`src/rtl/commit_trace_fifo_pkg.sv`:
```
// Shared types for the commit trace capture path.
// Contents: trace kind enum, trace entry payload, CPU write-request structs.
package commit_trace_fifo_pkg;

   typedef enum logic [1:0] {
      TR_REG  = 2'd0,
      TR_HILO = 2'd1,
      TR_MEM  = 2'd2
   } TraceKind_t;

   typedef struct packed {
      TraceKind_t  kind;
      logic [31:0] tag;
      logic [63:0] data;
   } TraceEntry_t;

   typedef struct packed {
      logic        we;
      logic [4:0]  waddr;
      logic [31:0] wdata;
   } RegWriteReq_t;

   typedef struct packed {
      logic        we;
      logic [63:0] hilo;
   } HiloWriteReq_t;

   // Maximum events captured in one cycle (REG, HILO, MEM)
   localparam int unsigned PUSH_PORTS = 3;

endpackage

```
`src/rtl/commit_trace_fifo_if.sv`:
```
// Trace output stream, valid/ready handshake.
// Signals: valid (head entry present), ready (consumer accepts), entry (head payload).
// Modports: master = trace producer, slave = trace consumer.
interface commit_trace_fifo_if;
   import commit_trace_fifo_pkg::*;

   logic        valid;
   logic        ready;
   TraceEntry_t entry;

   modport master (output valid, output entry, input ready);
   modport slave  (input valid, input entry, output ready);
endinterface

```
`src/rtl/commit_trace_fifo_mpush_buf.sv`:
```
// trace_mpush_buf: circular buffer with 3 compacted write ports, 1 read port.
// Ports: clk, rst (async, active-high); wr_en/wr_cnt/wr_data write a group of
// wr_cnt entries from slots 0..wr_cnt-1; rd_en pops the head; rd_data is the
// head slot; level is the current occupancy.
module trace_mpush_buf
   import commit_trace_fifo_pkg::*;
#(
   parameter int unsigned DEPTH = 16
) (
   input  logic                   clk,
   input  logic                   rst,
   input  logic                   wr_en,
   input  logic [1:0]             wr_cnt,
   input  TraceEntry_t            wr_data [PUSH_PORTS],
   input  logic                   rd_en,
   output TraceEntry_t            rd_data,
   output logic [$clog2(DEPTH):0] level
);

   localparam int unsigned AW = $clog2(DEPTH);
   localparam int unsigned PW = AW + 1;

   logic [PW-1:0] wptr;
   logic [PW-1:0] rptr;
   TraceEntry_t   mem [DEPTH];

   // Extra pointer MSB distinguishes full from empty; wraps modulo 2*DEPTH
   assign level   = wptr - rptr;
   assign rd_data = mem[rptr[AW-1:0]];

   // Pointer registers
   always_ff @(posedge clk or posedge rst) begin
      if (rst) begin
         wptr <= '0;
         rptr <= '0;
      end else begin
         if (wr_en) wptr <= wptr + PW'(wr_cnt);
         if (rd_en) rptr <= rptr + PW'(1);
      end
   end

   // Storage; contents are don't-care after reset
   always_ff @(posedge clk) begin
      if (wr_en) begin
         for (int i = 0; i < PUSH_PORTS; i++) begin
            if (2'(i) < wr_cnt) mem[AW'(wptr + PW'(i))] <= wr_data[i];
         end
      end
   end

endmodule

```
`src/rtl/commit_trace_fifo.sv`:
```
// commit_trace_fifo: captures REG / HILO / MEM commit events each cycle,
// packs them in fixed order into a circular buffer and drains one per cycle.
// Ports: clk, rst (async, active-high); reg_wr, hilo_wr, mem_we/mem_addr/
// mem_wdata event inputs; trace (master modport: valid/ready/entry);
// overflow (sticky), drop_cnt (saturating), clear_ovf; level (occupancy).
// Build option: TRACE_HILO_EN enables capture of HI/LO write events.
module commit_trace_fifo
   import commit_trace_fifo_pkg::*;
#(
   parameter int unsigned DEPTH = 16,
   parameter int unsigned CNT_W = 16
) (
   input  logic                    clk,
   input  logic                    rst,
   input  RegWriteReq_t            reg_wr,
   input  HiloWriteReq_t           hilo_wr,
   input  logic                    mem_we,
   input  logic [31:0]             mem_addr,
   input  logic [31:0]             mem_wdata,
   commit_trace_fifo_if.master     trace,
   output logic                    overflow,
   output logic [CNT_W-1:0]        drop_cnt,
   input  logic                    clear_ovf,
   output logic [$clog2(DEPTH):0]  level
);

   localparam int unsigned LW = $clog2(DEPTH) + 1;

   logic        reg_ev;
   logic        hilo_ev;
   logic        mem_ev;
   TraceEntry_t reg_e;
   TraceEntry_t hilo_e;
   TraceEntry_t mem_e;
   TraceEntry_t slot [PUSH_PORTS];
   logic [1:0]  n;
   logic        admit;
   logic        drop;
   logic        rd_en;
   TraceEntry_t head;

   // Event qualification; writes to $0 are architecturally invisible
   assign reg_ev = reg_wr.we && (reg_wr.waddr != 5'd0);
   assign mem_ev = mem_we;
   assign reg_e  = '{kind: TR_REG, tag: {27'b0, reg_wr.waddr}, data: {32'b0, reg_wr.wdata}};
   assign mem_e  = '{kind: TR_MEM, tag: mem_addr, data: {32'b0, mem_wdata}};

`ifdef TRACE_HILO_EN
   assign hilo_ev = hilo_wr.we;
   assign hilo_e  = '{kind: TR_HILO, tag: 32'b0, data: hilo_wr.hilo};
`else
   logic unused_hilo;
   assign unused_hilo = ^hilo_wr;
   assign hilo_ev     = 1'b0;
   assign hilo_e      = '0;
`endif

   // Compact qualified events into the low slots in REG, HILO, MEM order
   always_comb begin
      n = 2'd0;
      for (int i = 0; i < PUSH_PORTS; i++) slot[i] = '0;
      if (reg_ev) begin
         slot[n] = reg_e;
         n       = n + 2'd1;
      end
      if (hilo_ev) begin
         slot[n] = hilo_e;
         n       = n + 2'd1;
      end
      if (mem_ev) begin
         slot[n] = mem_e;
         n       = n + 2'd1;
      end
   end

   // All-or-nothing admission against start-of-cycle free space
   assign admit = (n != 2'd0) && ((LW'(DEPTH) - level) >= LW'(n));
   assign drop  = (n != 2'd0) && !admit;

   assign trace.valid = (level != '0);
   assign rd_en       = trace.valid && trace.ready;
   assign trace.entry = trace.valid ? head : '0;

   trace_mpush_buf #(.DEPTH(DEPTH)) u_buf (
      .clk     (clk),
      .rst     (rst),
      .wr_en   (admit),
      .wr_cnt  (n),
      .wr_data (slot),
      .rd_en   (rd_en),
      .rd_data (head),
      .level   (level)
   );

   // Sticky overflow and saturating drop counter; clear wins over a drop
   always_ff @(posedge clk or posedge rst) begin
      if (rst) begin
         overflow <= 1'b0;
         drop_cnt <= '0;
      end else if (clear_ovf) begin
         overflow <= 1'b0;
         drop_cnt <= '0;
      end else if (drop) begin
         overflow <= 1'b1;
         if (drop_cnt != '1) drop_cnt <= drop_cnt + CNT_W'(1);
      end
   end

endmodule

```
`src/flat_wrapper.sv`:
```
// flat-port wrapper written by rule: the top's interface ports become plain ports
module commit_trace_fifo_flat import commit_trace_fifo_pkg::*;
#(
   parameter int unsigned DEPTH = 16,
   parameter int unsigned CNT_W = 16
)
  (clk, rst, reg_wr, hilo_wr, mem_we, mem_addr, mem_wdata, overflow, drop_cnt, clear_ovf, level, trace_valid, trace_entry, trace_ready);
  commit_trace_fifo_if trace_i ();
  input  logic clk;
  input  logic rst;
  input  RegWriteReq_t reg_wr;
  input  HiloWriteReq_t hilo_wr;
  input  logic mem_we;
  input  logic [31:0] mem_addr;
  input  logic [31:0] mem_wdata;
  output logic overflow;
  output logic [CNT_W-1:0] drop_cnt;
  input  logic clear_ovf;
  output logic [$clog2(DEPTH):0] level;
  output wire logic [$bits(trace_i.valid)-1:0] trace_valid;
  output wire logic [$bits(trace_i.entry)-1:0] trace_entry;
  input wire logic [$bits(trace_i.ready)-1:0] trace_ready;
  assign trace_valid = trace_i.valid;
  assign trace_entry = trace_i.entry;
  assign trace_i.ready = trace_ready;
  commit_trace_fifo #(.DEPTH(DEPTH), .CNT_W(CNT_W)) u_core (.clk(clk), .rst(rst), .reg_wr(reg_wr), .hilo_wr(hilo_wr), .mem_we(mem_we), .mem_addr(mem_addr), .mem_wdata(mem_wdata), .trace(trace_i), .overflow(overflow), .drop_cnt(drop_cnt), .clear_ovf(clear_ovf), .level(level));
endmodule
```
`config.mk`:
```
export PLATFORM = sky130hd
export DESIGN_NAME = commit_trace_fifo_flat
export DESIGN_NICKNAME = d
export VERILOG_FILES = /design/src/rtl/commit_trace_fifo_pkg.sv /design/src/rtl/commit_trace_fifo_if.sv /design/src/rtl/commit_trace_fifo_mpush_buf.sv /design/src/rtl/commit_trace_fifo.sv /design/src/flat_wrapper.sv
export SDC_FILE = /design/constraint.sdc
export NUM_CORES = 2
export LEC_CHECK = 0
export CORE_MARGIN = 4
export CORE_UTILIZATION = 24
export DETAILED_ROUTE_END_ITERATION = 16
export PLACE_DENSITY = 0.41
export SLEW_MARGIN = 30
export SYNTH_ARGS = -nofsm -noshare
export SYNTH_HDL_FRONTEND = slang
export SYNTH_SLANG_ARGS = --single-unit
```
`constraint.sdc`:
```
create_clock -name clk -period 24.3 [get_ports clk]
set_clock_uncertainty 0.05 [all_clocks]
set_input_delay 4.86 -clock clk [delete_from_list [all_inputs] [get_ports clk]]
set_output_delay 4.86 -clock clk [all_outputs]
set_load 0.02 [all_outputs]
```
Yosys cells after proc, flatten, opt, wreduce, memory -nomap -nowiden. Memory sizes are Yosys's and may differ from the RTL's. Cells that the tools add are included.

Output and inout bits: 121. Memories: 1. Bits of input ports: 172. Register bits after elaboration: 27. Bits in writable memories: 1568. Word-level logic and storage cells: 59.

Memory list: u_core.u_buf.mem (words 16, bits a word 98, read ports 1, clocked after Yosys merged registers in 0, wr ports 2, line commit_trace_fifo_mpush_buf.sv:25) `TraceEntry_t mem [DEPTH];`.

Reductions and logical operators: 13. $lt $le $gt $ge: 6. Mux-type cells: 25. Add/subtract/negate cells: 8. Equal/unequal tests: 1. Bitwise gates (word level): 1.

Operator list (number): bitwise mux 294 bit (1); two-way mux 294 bit (1); two-way mux 98 bit (3); demux 98 bit (select 2 bit) (1); OR reduction 98 bit (1); two-way mux 69 bit (1); two-way mux 16 bit (3); adder 16 x 1 -> 16 bit (second input constant) (1); != test 16 bit (second input constant) (1); two-way mux 1 bit (13); nonzero test 5 bit (2); nonzero test 2 bit (3); adder 5 x 1 -> 5 bit (second input constant) (1); adder 5 x 2 -> 5 bit (1); greater-or-equal comparator 5 x 2 -> 1 bit (1); logical AND 1 bit (5); subtractor 5 bit (1); subtractor 5 bit (first input constant) (1); adder 4 x 1 -> 4 bit (second input constant) (1); adder 4 x 2 -> 4 bit (second input constant) (1); less-than comparator 1 x 2 -> 1 bit (first input constant) (2); two-way mux 4 bit (1); greater-or-equal comparator 3 bit (second input constant) (1); less-than comparator 3 x 1 -> 1 bit (second input constant) (1); 6 further kinds (6).

Logic depth before layout (Yosys ltp).
Word-level depth: 11. Gate-level depth with buffers: 21. Mapped depth without buffers: 14.

Hierarchy. From an unflattened synthesis, not the netlist that was laid out.

Cells, all modules: 8429. Area, all modules: 91522.8 µm².

Modules (own cells, without submodules): trace_mpush_buf (instances 1, area an instance 88691.3 µm², sequential area each 47335.4 µm², cells each 7933); commit_trace_fifo (instances 1, area an instance 2831.5 µm², sequential area each 425.4 µm², cells each 496).

Least setup slack after synthesis. OpenSTA, ideal clock, no wires.

Path kind: input-to-reg. From: input reg_wr[35] in the netlist's numbering. To: memory u_core.u_buf.mem[14][0] in the netlist's numbering, enable pin. Stages: 19. Path buffers: 8. Slack: 8.895 ns. Required time: 23.585 ns. Library setup time: 0.665 ns. Data arrival time: 14.690 ns. Cells stage by stage: or4_1 o21a_1 buf_2 inv_1 buf_4 buf_4 buf_4 ha_1 ha_1 nand2b_1 a2111oi_4 o21ai_2 buf_6 buf_6 buf_6 buf_6 a21oi_1 a31oi_1 o41ai_1.

RTL lines: start, declared (line flat_wrapper.sv:11) `input RegWriteReq_t reg_wr;`; end, declared (line commit_trace_fifo_mpush_buf.sv:25).

==> flow_summary.json <==
{
  "port_buffers": 194,
  "cts_buffer_depth": 3,
  "r2r_cells": 15,
  "worstHoldStart": "u_core.u_buf.rptr[4]",
  "utilization": 0.2807,
  "final_antenna_net_count": 0,
  "cp.arrival_ns": 12.63,
  "path_cells": "clkdlybuf4s50_1, or4_1, o21a_4, buf_4, inv_4, ha_1, ha_1, nand2b_1, a2111oi_4, o21ai_4, buf_4, buf_4, nand4b_1, buf_6, o21ai_4, buf_4, buf_4",
  "maxCapViolations": 0,
  "grt_pass1_wl_um": 287100,
  "clockRootBuffer": "clkbuf_16",
  "p_switching_mw": 2.843,
  "dp_hpwl_um": 108700,
  "ir_drop_mv": 0.08890,
  "syn2layout_area_growth_pct": 16.18,
  "syn_avg_cell_area_um2": 11.96,
  "fmax_ghz": 0.08141,
  "layout.nets": 4617,
  "cp.required_ns": 24.65,
  "routedWlPerCell_um": 27.22,
  "path_max_fanout": 66,
  "clock_latency_ns": 0.77,
  "fin_crit_sh": 0.5055,
  "antenna_found_initial": 23,
  "viasPerCell": 4.826,
  "track_usage": 0.1734,
  "ys_ff_latch": 1067,
  "startpoint_type": "input pin",
  "period_needed_ns": 12.28,
  "wirelength_um": 204500,
  "hold_viol_final": 0,
  "internal-power_mw": 4.733,
  "setup-tns-final_ns": 0,
  "cts_tree": "built",
  "r2r-start": "u_core.u_buf.wptr[0]",
  "end_kind": "flip-flop",
  "drc": 0,
  "seqCellArea_um2": 31920,
  "synth_edf_count": 1040,
  "drtIter0Drc": 3801,
  "crit_type": "in -> reg",
  "crit_cells": 17,
  "fin_area_um2": 62510,
  "hp-class": "reg -> reg",
  "cts_hold_buf": 0,
  "post_cts_resize_count": 0,
  "path_common_cell": "buf_4",
  "place_inst": 7278,
  "leakage_nw": 20.11,
  "power_frac_comb": 0.414,
  "postCtsSetupBuffers": 0,
  "dieArea_um2": 231800,
  "place_congestion": 0.7149,
  "fillers": 22610,
  "powerDensity_nw_per_um2": 121.2,
  "worst_pin_slew_ns": 1.061,
  "vias": 36270,
  "min_to": "u_core.u_buf.rptr[4]",
  "synth-main-ff-cell": "edfxtp_1",
  "fp.dieH_um": 481.5,
  "drive_gt1_frac": 0.1525,
  "reg2reg_slack_ns": 16.39,
  "pwr-share-clk": 0.238,
  "synth-seq-area-share": 0.5930,
  "worst_hold_path.num_cells": 1,
  "slew_headroom": 0.2927,
  "grt_pass1_vias": 35890,
  "path_buf_inv": 8,
  "synthArstFlopShare": 0.02530,
  "multi_input_comb_area_um2": 20100,
  "syn-cell-area_um2": 53810,
  "clkSinkCount": 1067,
  "drt_first_pass_iters": 6,
  "status": "completed",
  "rsz0062_at_grt": "false",
  "cp_slowest_cell": "buf_4",
  "rr_endpoint": "u_core.u_buf.mem[8][15]",
  "critPathTopFamily": "buffers and inverters",
  "std_cell_rows": 173,
  "worst_path_largest_cell_delay_ns": 0.90,
  "yosys_warnings": 0,
  "die_width_um": 481.5,
  "synth_cell_types": 48,
  "grt_max_degree": 131,
  "maxSlewViolCount": 0,
  "numCtsBuffers": 120,
  "place_area_um2": 58650,
  "core_um2": 222700,
  "io_pins": 293,
  "overflow": 0,
  "clkTransAtPathRegs_ns": 0.06,
  "p_seq_frac": 0.347,
  "cts_htree_levels": 3,
  "syn-instance-count": 4500,
  "setup_viol": 0,
  "layout.cells.non_filler": 7515,
  "swShare": 0.3753,
  "start_util": 0.2416
}
registers in the layout, indices dropped and copies added, names as in the netlist:
register and cells:
u_core.drop_cnt 16, u_core.u_buf.rptr 5, u_core.u_buf.mem 1040, u_core.u_buf.wptr 5, u_core.overflow 1
cell usage in the layout, fill, tap and decap left out, drive strengths merged, types with 4 or more instances in the layout:
cell type and instances:
nand2 1047, edfxtp 1040, o21ai 1033, mux4 325
clkdlybuf4s50 193, clkbuf 152, buf 109, a21oi 108
nand3 98, and2 67, clkinv 56, and3 43
conb 33, nor2 29, dfrtp 27, nand2b 23
xnor2 23, inv 17, ha 16, nand4b 10
nor4 10, diode 9, bufinv 9, o31ai 8
nor3 7, clkinvlp 6, xor2 6, nand4bb 4
o41ai 4
layout make-up:
type / instances / share of cell area
inverters: 14 / 0.001041
multi-input cells: 2922 / 0.3216
repair buffers: 302 / 0.04659
flip-flops and latches: 1067 / 0.5106
diodes: 9 / 0.0003603
clock inverters: 74 / 0.01005
clock buffers: 152 / 0.05030
well taps: 2975 / 0.05954
logic make-up after synthesis:
| group | share of synthesized area |
|---|---|
| simple gates | 0.1074 |
| xor+xnor | 0.004860 |
| compound gates | 0.1111 |
| flops | 0.5930 |
| other cells | 0.00006969 |
| mux | 0.1362 |
| buf+inv | 0.04297 |
| fa+ha+maj | 0.004465 |
power by group through the flow:
stage	clock [mW]	combinational [mW]	sequential (mW)
2_1_floorplan	0	1.85	2.66
3_3_place_gp	0	3.19	2.68
3_5_place_dp	0	3.21	2.69
4_1_cts	1.84	3.21	2.65
5_1_grt	1.92	3.36	2.66
6_report	1.80	3.14	2.63
cell usage after synthesis, types with 27 or more instances:
library cell  instances  area share
mux4_2              325        0.14
o21ai_1              29      0.0027
buf_4                37      0.0052
clkbuf_1            372       0.026
edfxtp_1           1040        0.58
o21ai_0            1003       0.093
buf_1                37      0.0026
and2_1               67      0.0078
and3_1               43      0.0050
buf_2                78      0.0073
a21oi_1              86      0.0080
nand3_1              98      0.0091
nand2_1            1047       0.073
nor2_1               29      0.0020
dfrtp_1              27       0.013
how the worst max path moves through the flow:
stage,to,slack [ns],start
final,u_core.u_buf.mem[8][15],12.02,reg_wr[34]
after global routing,u_core.u_buf.mem[8][69],11.89,reg_wr[34]
after CTS,u_core.u_buf.mem[8][69],11.87,reg_wr[34]
after detailed placement,u_core.u_buf.mem[8][30],11.06,reg_wr[35]
after global placement,u_core.u_buf.mem[8][30],11.22,reg_wr[35]
after floorplan,u_core.u_buf.mem[14][0],8.89,reg_wr[35]
per-stage QoR:
step	hold WS [ns]	setup slack (ns)	total power [mW]
after floorplan	0.4157	8.895	4.513
after global placement	0.4309	11.22	5.871
after detailed placement	0.4371	11.06	5.892
after CTS	0.4482	11.87	7.707
after global routing	0.4729	11.89	7.944
final	0.4471	12.02	7.576
layer usage:
layer | track usage | share of wire | up-vias
li1 | - | - | 16420
met1 | 0.2315 | 0.43 | 18430
met5 | 0 | 0.000064 | -
met3 | 0.02189 | 0.055 | 236
met4 | 0.04743 | 0.026 | 2
met2 | 0.2961 | 0.49 | 1187
Note: power is estimated with default switching activity, not from simulation.
